### src/rtl/id_ex_stage_reg.sv
// ID/EX pipeline register: carries decode control, operands and immediate into EX,
// with stall (hold), flush (bubble) and a saturating count of inserted bubbles.
module id_ex_stage_reg #(
  parameter int unsigned DATA_W   = 32,
  parameter int unsigned REG_A_W  = 5,
  parameter int unsigned ALUCTL_W = 3,
  parameter int unsigned CNT_W    = 16
) (
  input  logic                clk,
  input  logic                rst_n,
  input  logic                StallE,
  input  logic                FlushE,
  input  logic                ValidD,
  input  logic                RegWriteD,
  input  logic                MemtoRegD,
  input  logic                MemWriteD,
  input  logic [ALUCTL_W-1:0] ALUControlD,
  input  logic                ALUSrcD,
  input  logic                RegDstD,
  input  logic [DATA_W-1:0]   RD1D,
  input  logic [DATA_W-1:0]   RD2D,
  input  logic [REG_A_W-1:0]  RsD,
  input  logic [REG_A_W-1:0]  RtD,
  input  logic [REG_A_W-1:0]  RdD,
  input  logic [DATA_W-1:0]   SignImmD,
  output logic                ValidE,
  output logic                RegWriteE,
  output logic                MemtoRegE,
  output logic                MemWriteE,
  output logic [ALUCTL_W-1:0] ALUControlE,
  output logic                ALUSrcE,
  output logic                RegDstE,
  output logic [DATA_W-1:0]   RD1E,
  output logic [DATA_W-1:0]   RD2E,
  output logic [REG_A_W-1:0]  RsE,
  output logic [REG_A_W-1:0]  RtE,
  output logic [REG_A_W-1:0]  RdE,
  output logic [DATA_W-1:0]   SignImmE,
  output logic [CNT_W-1:0]    BubbleCnt
);

  // Flush outranks stall: a simultaneous request yields a bubble, not a hold.
  always_ff @(posedge clk) begin
    if (!rst_n || FlushE) begin
      ValidE      <= 1'b0;
      RegWriteE   <= 1'b0;
      MemtoRegE   <= 1'b0;
      MemWriteE   <= 1'b0;
      ALUControlE <= '0;
      ALUSrcE     <= 1'b0;
      RegDstE     <= 1'b0;
      RD1E        <= '0;
      RD2E        <= '0;
      RsE         <= '0;
      RtE         <= '0;
      RdE         <= '0;
      SignImmE    <= '0;
    end else if (!StallE) begin
      ValidE      <= ValidD;
      RegWriteE   <= RegWriteD;
      MemtoRegE   <= MemtoRegD;
      MemWriteE   <= MemWriteD;
      ALUControlE <= ALUControlD;
      ALUSrcE     <= ALUSrcD;
      RegDstE     <= RegDstD;
      RD1E        <= RD1D;
      RD2E        <= RD2D;
      RsE         <= RsD;
      RtE         <= RtD;
      RdE         <= RdD;
      SignImmE    <= SignImmD;
    end
  end

  always_ff @(posedge clk) begin
    if (!rst_n) begin
      BubbleCnt <= '0;
    end else if (FlushE && (BubbleCnt != '1)) begin
      BubbleCnt <= BubbleCnt + CNT_W'(1);
    end
  end

endmodule

### config.mk
export PLATFORM = sky130hd
export DESIGN_NAME = id_ex_stage_reg
export DESIGN_NICKNAME = d
export VERILOG_FILES = /design/src/rtl/id_ex_stage_reg.sv
export SDC_FILE = /design/constraint.sdc
export NUM_CORES = 1
export LEC_CHECK = 0
export CAP_MARGIN = 20
export CELL_PAD_IN_SITES_DETAIL_PLACEMENT = 0
export CELL_PAD_IN_SITES_GLOBAL_PLACEMENT = 1
export CORE_ASPECT_RATIO = 0.6
export CORE_MARGIN = 4
export CORE_UTILIZATION = 31
export CTS_CLUSTER_DIAMETER = 50
export DETAILED_ROUTE_END_ITERATION = 8
export GPL_ROUTABILITY_DRIVEN = 0
export MAX_ROUTING_LAYER = met4
export PLACE_DENSITY_LB_ADDON = 0.1
export REMOVE_ABC_BUFFERS = 1
export SLEW_MARGIN = 20
export SYNTH_ARGS = -nofsm -noshare
export SYNTH_HDL_FRONTEND = slang
export SYNTH_SLANG_ARGS = --single-unit
### constraint.sdc
create_clock -name clk -period 2.9 [get_ports clk]
set_input_delay 0.29 -clock clk [delete_from_list [all_inputs] [get_ports clk]]
set_output_delay 0.29 -clock clk [all_outputs]
set_load 0.03 [all_outputs]
# After elaboration in Yosys (flattened, before gate mapping)
# Index checks and enable logic that the tools add are counted.
# totals
register_bits	136
inputBits	124
out_inout_bits	136
wordCells	19
# op_classes
add_sub_neg	1
eq_ne	1
reduce_logical	3
# op_table
op	count
$add 16x1->16 const B	1
$ne 16x16->1 const B	1
$logic_and 1x1->1	1
$logic_not 1->1	1
$logic_or 1x1->1	1

# Logic depth before layout (Yosys ltp)
# Gate-level depths: netlist of run 1.
# logic_depth
ltp_word	2
depth_mapped	5
ltp_nobuf	5

# Worst setup path after synthesis of run 1
# OpenSTA, ideal clock, no wires.
# synth_path
path_type	flip-flop to flip-flop
start	reg BubbleCnt[2]
end	reg BubbleCnt[12]
arrival_time_ns	1.781
required_time_ns	2.784
slack_ns	1.003
path_stages_with_launch	5
cell_sequence	dfxtp_1 -> and4_1 -> nand3_2 -> or4_2 -> o211a_1
# synth_between
elab_chain_len	2
# synth_lines
element	line	source
start: declaration	39	output logic [CNT_W-1:0] BubbleCnt
start signal: assignment	79	BubbleCnt <= BubbleCnt + CNT_W'(1);
branches (longest 2 deep; another with $add 16x1->16)	-	
# Several ways; the timed one is not identified.
# A chain may end at the register's enable or synchronous reset.

# Worst setup path after layout of run 1
# layout_path
start	reg BubbleCnt[8]
end	out BubbleCnt[8]
# No word-level cell between the ends.

==> results.tsv, run 1 <==
metric	value	unit
status	complete, no violations	
wl_per_cell	16.2	um
synth.avg_cell_area	10.2	sq um
cts_resized	0	
initial_core_util	32.1	%
clock_latency	400	ps
synth_top_family_by_area	multiplexers	
cts.sinks	136	
max_freq	0.529	GHz
die_w	172	um
cp_max_fo	7	
cp_cell_sequence	clkdlybuf4s50_1	
rsz0062_at_grt	false	
path_class	flip-flop to output pin	
cp.arrival	1600	ps
yosys_warnings	0	
synth_common_cells	136 x dfxtp_1, 127 x mux2i_1, 124 x nor2_1	
yosysUniqueCellTypes	29	
yosys.area.top_type_share	54.4	%
vias	4350	
fin_skew	8.67	ps
cts_tree	done	
period_needed	1890	ps
synth_seq_area_share	54.4	%
cts_buffer_depth	2	
antenna_found_initial	0	
ant_nets	0	
maxCapViolCount	0	
synth_edf_count	0	
critPathMaxStageDelay	750	ps
synth_compound_area_share	2.48	%
synthTopCellsByArea	dfxtp_1 54%, mux2i_1 25%, nor2_1 9.3%	
synth-seq-cells	136	
ios	260	
crit_buf_inv	1	
setup_viol	0	
die_area	0.0183	sq mm
gr-usage-met3	8.44	%
cpMaxStageDelayCell	clkdlybuf4s50_1	
numPortBuffers	259	
fin_tns_setup	0	ps
root_buffer	clkbuf_16	
post-cts-setup-buffer-count	0	
grt_start_max_net_pins	50	
drc	0	
maxSlewHeadroom	59.2	%
synth-xor-area-share	0	%
synth_top_cell_by_area	dfxtp_1	
cts-buffers-inserted	17	
crit_family	buffers and inverters	
vias_per_cell	4.53	
area_growth	68.9	%
grt_pass1_wl	24.1	mm
path_clk_slew	60	ps
drive_above_1_share	5.81	%
drt-pass1-iter-count	4	
synth_flop_cell	dfxtp_1	
fp.coreArea	0.0156	sq mm
postSynthCellCount	491	
p_per_area	569	mW/mm^2
use_met1	21.1	%
final.fill_count	1407	
cp-start-kind	flip-flop	
wirelength	15.6	mm
overflow	0	
synth_mux_area_share	25.4	%
cts_max_level	4	
fp.dieH	106	um
num_rows	35	
grtUsageTotal	17.3	%
top_usage_layer	met2	
worst_setup_path_end_kind	output pin	
finalNetCount	872	
synth-simple-area-share	14.9	%
layout_setup_ws	1010	ps
required	2610	ps
final_hold_viol_count	0	
yosysMostFrequentCell	dfxtp_1	
drv_slew	0	
place_ws	897	ps
use_met2	25.7	%
tightestPinTransition	613	ps
async_flop_share	0	%
dp_hpwl	11.6	mm
ir_drop	0.235	mV
p_leak	3.41	nW
grt_pass1_vias	4465	
synthAdderAreaFrac	0.250	%
r2r_slack	1040	ps
syn_area	0.00500	sq mm
fin_crit_sh	65.2	%
drt_iter0_markers	265	
hold_path_class	input port to flip-flop	
postCtsHoldBufs	0	
-- sequential cells by signal (all words and copies together) (netlist names) --
name,cells
ALUControlE,3
ALUSrcE,1
BubbleCnt,16
MemWriteE,1
MemtoRegE,1
RD1E,32
RD2E,32
RdE,5
RegDstE,1
RegWriteE,1
RsE,5
RtE,5
SignImmE,32
ValidE,1
-- power by group --
group / leakage, nW / total [W] / switching (W) / internal [W]
logic: 2.01 / 0.000623 / 0.000288 / 0.000335
registers: 1.11 / 0.00196 / 0.0000310 / 0.00193
clock network: 0.291 / 0.00223 / 0.000806 / 0.00143
total: 3.41 / 0.00481 / 0.00112 / 0.00369
-- worst min-delay path, stage by stage --
cell and delay (ps):
buf_6 250, mux2i_1 180, nor2_1 70
-- area by class of cell --
class / count / area, sq um / area share (%)
repair buffers: 267 / 2690 / 31.8
inverters: 4 / 15.0 / 0.178
flip-flops and latches: 136 / 2720 / 32.2
diodes: 1 / 2.50 / 0.0296
clock buffers: 17 / 425 / 5.03
clock inverters: 12 / 180 / 2.13
well taps: 203 / 254 / 3.01
multi-input cells: 321 / 2160 / 25.6
-- cell usage in the layout (no fill, tap or decap), types with 2 or more instances in the layout --
cell type	Yosys	layout
clkdlybuf4s50_1	0	258
clkinv_2	0	2
clkinv_4	0	4
nand2b_1	6	5
o21ai_0	4	4
inv_1	4	4
a21oi_1	8	8
or3_1	4	4
o31ai_1	4	4
nand3_1	3	3
clkbuf_16	0	17
dfxtp_1	136	136
nor2_1	124	124
or4_2	2	2
nand2_1	17	17
buf_4	0	5
nor4_1	4	4
clkinvlp_4	0	2
buf_12	0	3
mux2i_1	127	127
or4_1	2	2
nand4_1	4	4
bufinv_16	0	4
-- kinds of logic (layout without fill, tap and decap cells) --
logic type               count (synthesis)  after routing
buffers and inverters                   34            300
multiplexers                           127            127
flip-flops                             136            136
AND/OR/NAND/NOR                        173            173
AO/OA/AOI/OAI                           20             20
adder cells (fa/ha/maj)                  1              1
other                                    0              1
-- per-stage QoR --
| step | cell area (sq um) | instances | total power [W] | hold slack, ps | util, % |
|---|---|---|---|---|---|
| CTS | 8450 | 960 | 0.00489 | 431 | 54.2 |
| global placement | 7840 | 931 | 0.00262 | 473 | 50.3 |
| finish | 8450 | 961 | 0.00481 | 430 | 54.2 |
| detailed placement | 7840 | 931 | 0.00263 | 482 | 50.3 |
| floorplan | 4890 | 461 | 0.00225 | 423 | - |
| global route | 8450 | 960 | 0.00502 | 448 | 54.2 |
-- worst paths after layout --
path                   end         start  cells past startpoint
max           BubbleCnt[8]  BubbleCnt[8]                      1
min            SignImmE[8]        StallE                      3
max reg2reg  BubbleCnt[12]  BubbleCnt[2]                      4
min reg2reg    SignImmE[2]   SignImmE[2]                      2
-- per-layer routing --
layer | part of all wire, % | routed length, um
met1 | 44 | 6850
met3 | 12 | 1860
met4 | 0.51 | 80
met5 | 0 | 0
met2 | 44 | 6820
(Power assumes the default switching activity.)
==> run 2, diff against run 1 <==
--- a/config.mk
+++ b/config.mk
@@ -10,7 +10,7 @@
 export CELL_PAD_IN_SITES_GLOBAL_PLACEMENT = 1
 export CORE_ASPECT_RATIO = 0.6
 export CORE_MARGIN = 4
-export CORE_UTILIZATION = 31
+export CORE_UTILIZATION = 26
 export CTS_CLUSTER_DIAMETER = 50
 export DETAILED_ROUTE_END_ITERATION = 8
 export GPL_ROUTABILITY_DRIVEN = 0
==> constraint.sdc (replaced) <==
create_clock -name clk -period 1.6 [get_ports clk]
set_input_delay 0.16 -clock clk [delete_from_list [all_inputs] [get_ports clk]]
set_output_delay 0.16 -clock clk [all_outputs]
set_load 0.03 [all_outputs]
==> results.tsv, run 2 (synthesis gave the netlist of run 1 again) <==
metric	value	unit	change
max_freq	0.626	GHz	
drive_above_1_share	12.7	%	+6.9 points
final_hold_viol_count	0		unchanged
cts.sinks	136		unchanged
rsz0062_at_grt	true		
dpl_cell_area	0.00815	sq mm	+4.0%
clock_latency	410	ps	about the same
numPortBuffers	259		unchanged
maxSlewHeadroom	73.2	%	+14 points
fin_area	0.00878	sq mm	+3.9%
die_w	187	um	+8.8%
vias_per_cell	4.38		-3.2%
postCtsHoldBufs	0		unchanged
p_int	0.00673	W	+83%
wl_per_cell	16.0	um	-1.3%
worst_setup_path_end_kind	flip-flop		
ant_nets	0		unchanged
cp.arrival	1940	ps	+340 ps
switching_share	23.2	%	-0.21 points
drc	0		unchanged
area_growth	75.5	%	
pwr-share-comb	12.6	%	-0.3 points
fin_skew	4.92	ps	-3.74 ps
cp_max_fo	2		-5
required	1950	ps	-660 ps
grt_pass1_vias	4589		+2.8%
grt_pass1_wl	25.5	mm	+6.1%
setup_viol	0		unchanged
die_area	0.0216	sq mm	+18%
antenna_cells	0		-1
overflow	0		unchanged
maxCapViolCount	0		unchanged
root_buffer	clkbuf_16		
tightestPinTransition	400	ps	-212 ps
path_clk_slew	60	ps	about the same
drt-pass1-iter-count	4		unchanged
p_leak	4.45	nW	+30%
dp_hpwl	12.4	mm	+7.1%
ios	260		unchanged
fp.dieH	115	um	+8.5%
cts_tree	done		
num_rows	38		+8.6%
status	complete, no violations		
ir_drop	0.615	mV	+160%
cts_buffer_depth	2		unchanged
vias	4537		+4.3%
p_per_area	997	mW/mm^2	+75%
cts_max_level	4		unchanged
drv_slew	0		unchanged
hold_path_class	input port to flip-flop		
wirelength	16.6	mm	+6.3%
power.switching	0.00203	W	+80%
fin_tns_setup	0	ps	unchanged
layout_common_cells	127 x dfxtp_1, 127 x mux2i_1, 123 x nor2_1		
initial_core_util	27.1	%	-5.0 points
antenna_found_initial	0		unchanged
fin_crit_sh	99.8	%	
drt_iter0_markers	129		-51%
clkPwrFrac	46.9	%	+0.5 points
reg_top3	RD1E: 32 flops, RD2E: 32 flops, SignImmE: 32 flops		
period_needed	1600	ps	
fp.coreArea	0.0185	sq mm	+19%
cts-buffers-inserted	17		unchanged
grtUsageTotal	15.7	%	-1.6 points
p_seq_share	40.5	%	-0.2 points
grt_start_max_net_pins	50		unchanged
path_class	flip-flop to flip-flop		
finalNetCount	908		+4.1%
cp-start-kind	flip-flop		
[run 2: cell types whose count changed in the layout (fill, tap and decap cells not counted), sizes merged]
cell	change
buf	+36
clkdlybuf4s50	-136
diode	-1
clkinv	-2
dlymetal6s2s	+16
clkinvlp	-1
clkbuf	+5
dlygate4sd2	+120
[run 2: final timing paths]
| check | depth (start not counted) | start | endpoint | slack [ps] |
|---|---|---|---|---|
| max | 4 | BubbleCnt[11] | BubbleCnt[13] | 4 |
| min reg2reg | 2 | RD2E[20] | RD2E[20] | 490 |
| max reg2reg | 4 | BubbleCnt[11] | BubbleCnt[13] | 4 |
| min | 3 | StallE | RtE[0] | 100 |
[run 2: stage by stage]
stage                     total power (W)  cells  utilization (%)  worst slack (ps)  hold WS (ps)
after floorplan                   0.00409    461                -              -996           293
after global placement            0.00478   1000             44.1              -166           473
after detailed placement          0.00479   1000             44.1              -193           484
after CTS                         0.00891   1032             46.7             0.510          80.4
after global routing              0.00914   1035             47.5             -36.4          99.1
final                             0.00876   1035             47.5              3.77          98.3
[run 2: what timing repair did]
action                                  CTS  global route
hold endpoints to repair                  0             0
pin swaps                                 3             4
endpoints found under the setup margin  123            28
resized for setup                       128            35
buffers inserted                          1             3
[run 2: routing by layer]
layer / track usage, % / share of wire (%) / vias up
met2: 22.2 / 41 / 189
met4: 5.27 / 1.3 / 0
met3: 7.04 / 9.0 / 17
met5: - / 0 / -
li1: - / - / 2252
met1: 20.0 / 48 / 2079
[run 2: area by class of cell]
class,count,area (sq um)
Timing Repair Buffer,303,2880
Tap cell,240,300
Fill cell,1759,9710
Inverter,4,15.0
Clock inverter,9,148
Multi-Input combinational cell,321,2240
Clock buffer,22,464
Sequential cell,136,2740
[run 2: critical path, cell delays in order, from the launching register on]
cell     delay, ps
dfxtp_2        350
nand4_4        110
or3_4          410
or4_4          520
a21oi_2        140
[run 2: power by group through the flow]
stage                     sequential [W]  combinational [W]  clock, W
after floorplan                  0.00382           0.000263         0
final                            0.00354            0.00110   0.00411
after CTS                        0.00354            0.00112   0.00425
after detailed placement         0.00362            0.00117         0
after global placement           0.00361            0.00117         0
after global routing             0.00356            0.00118   0.00440
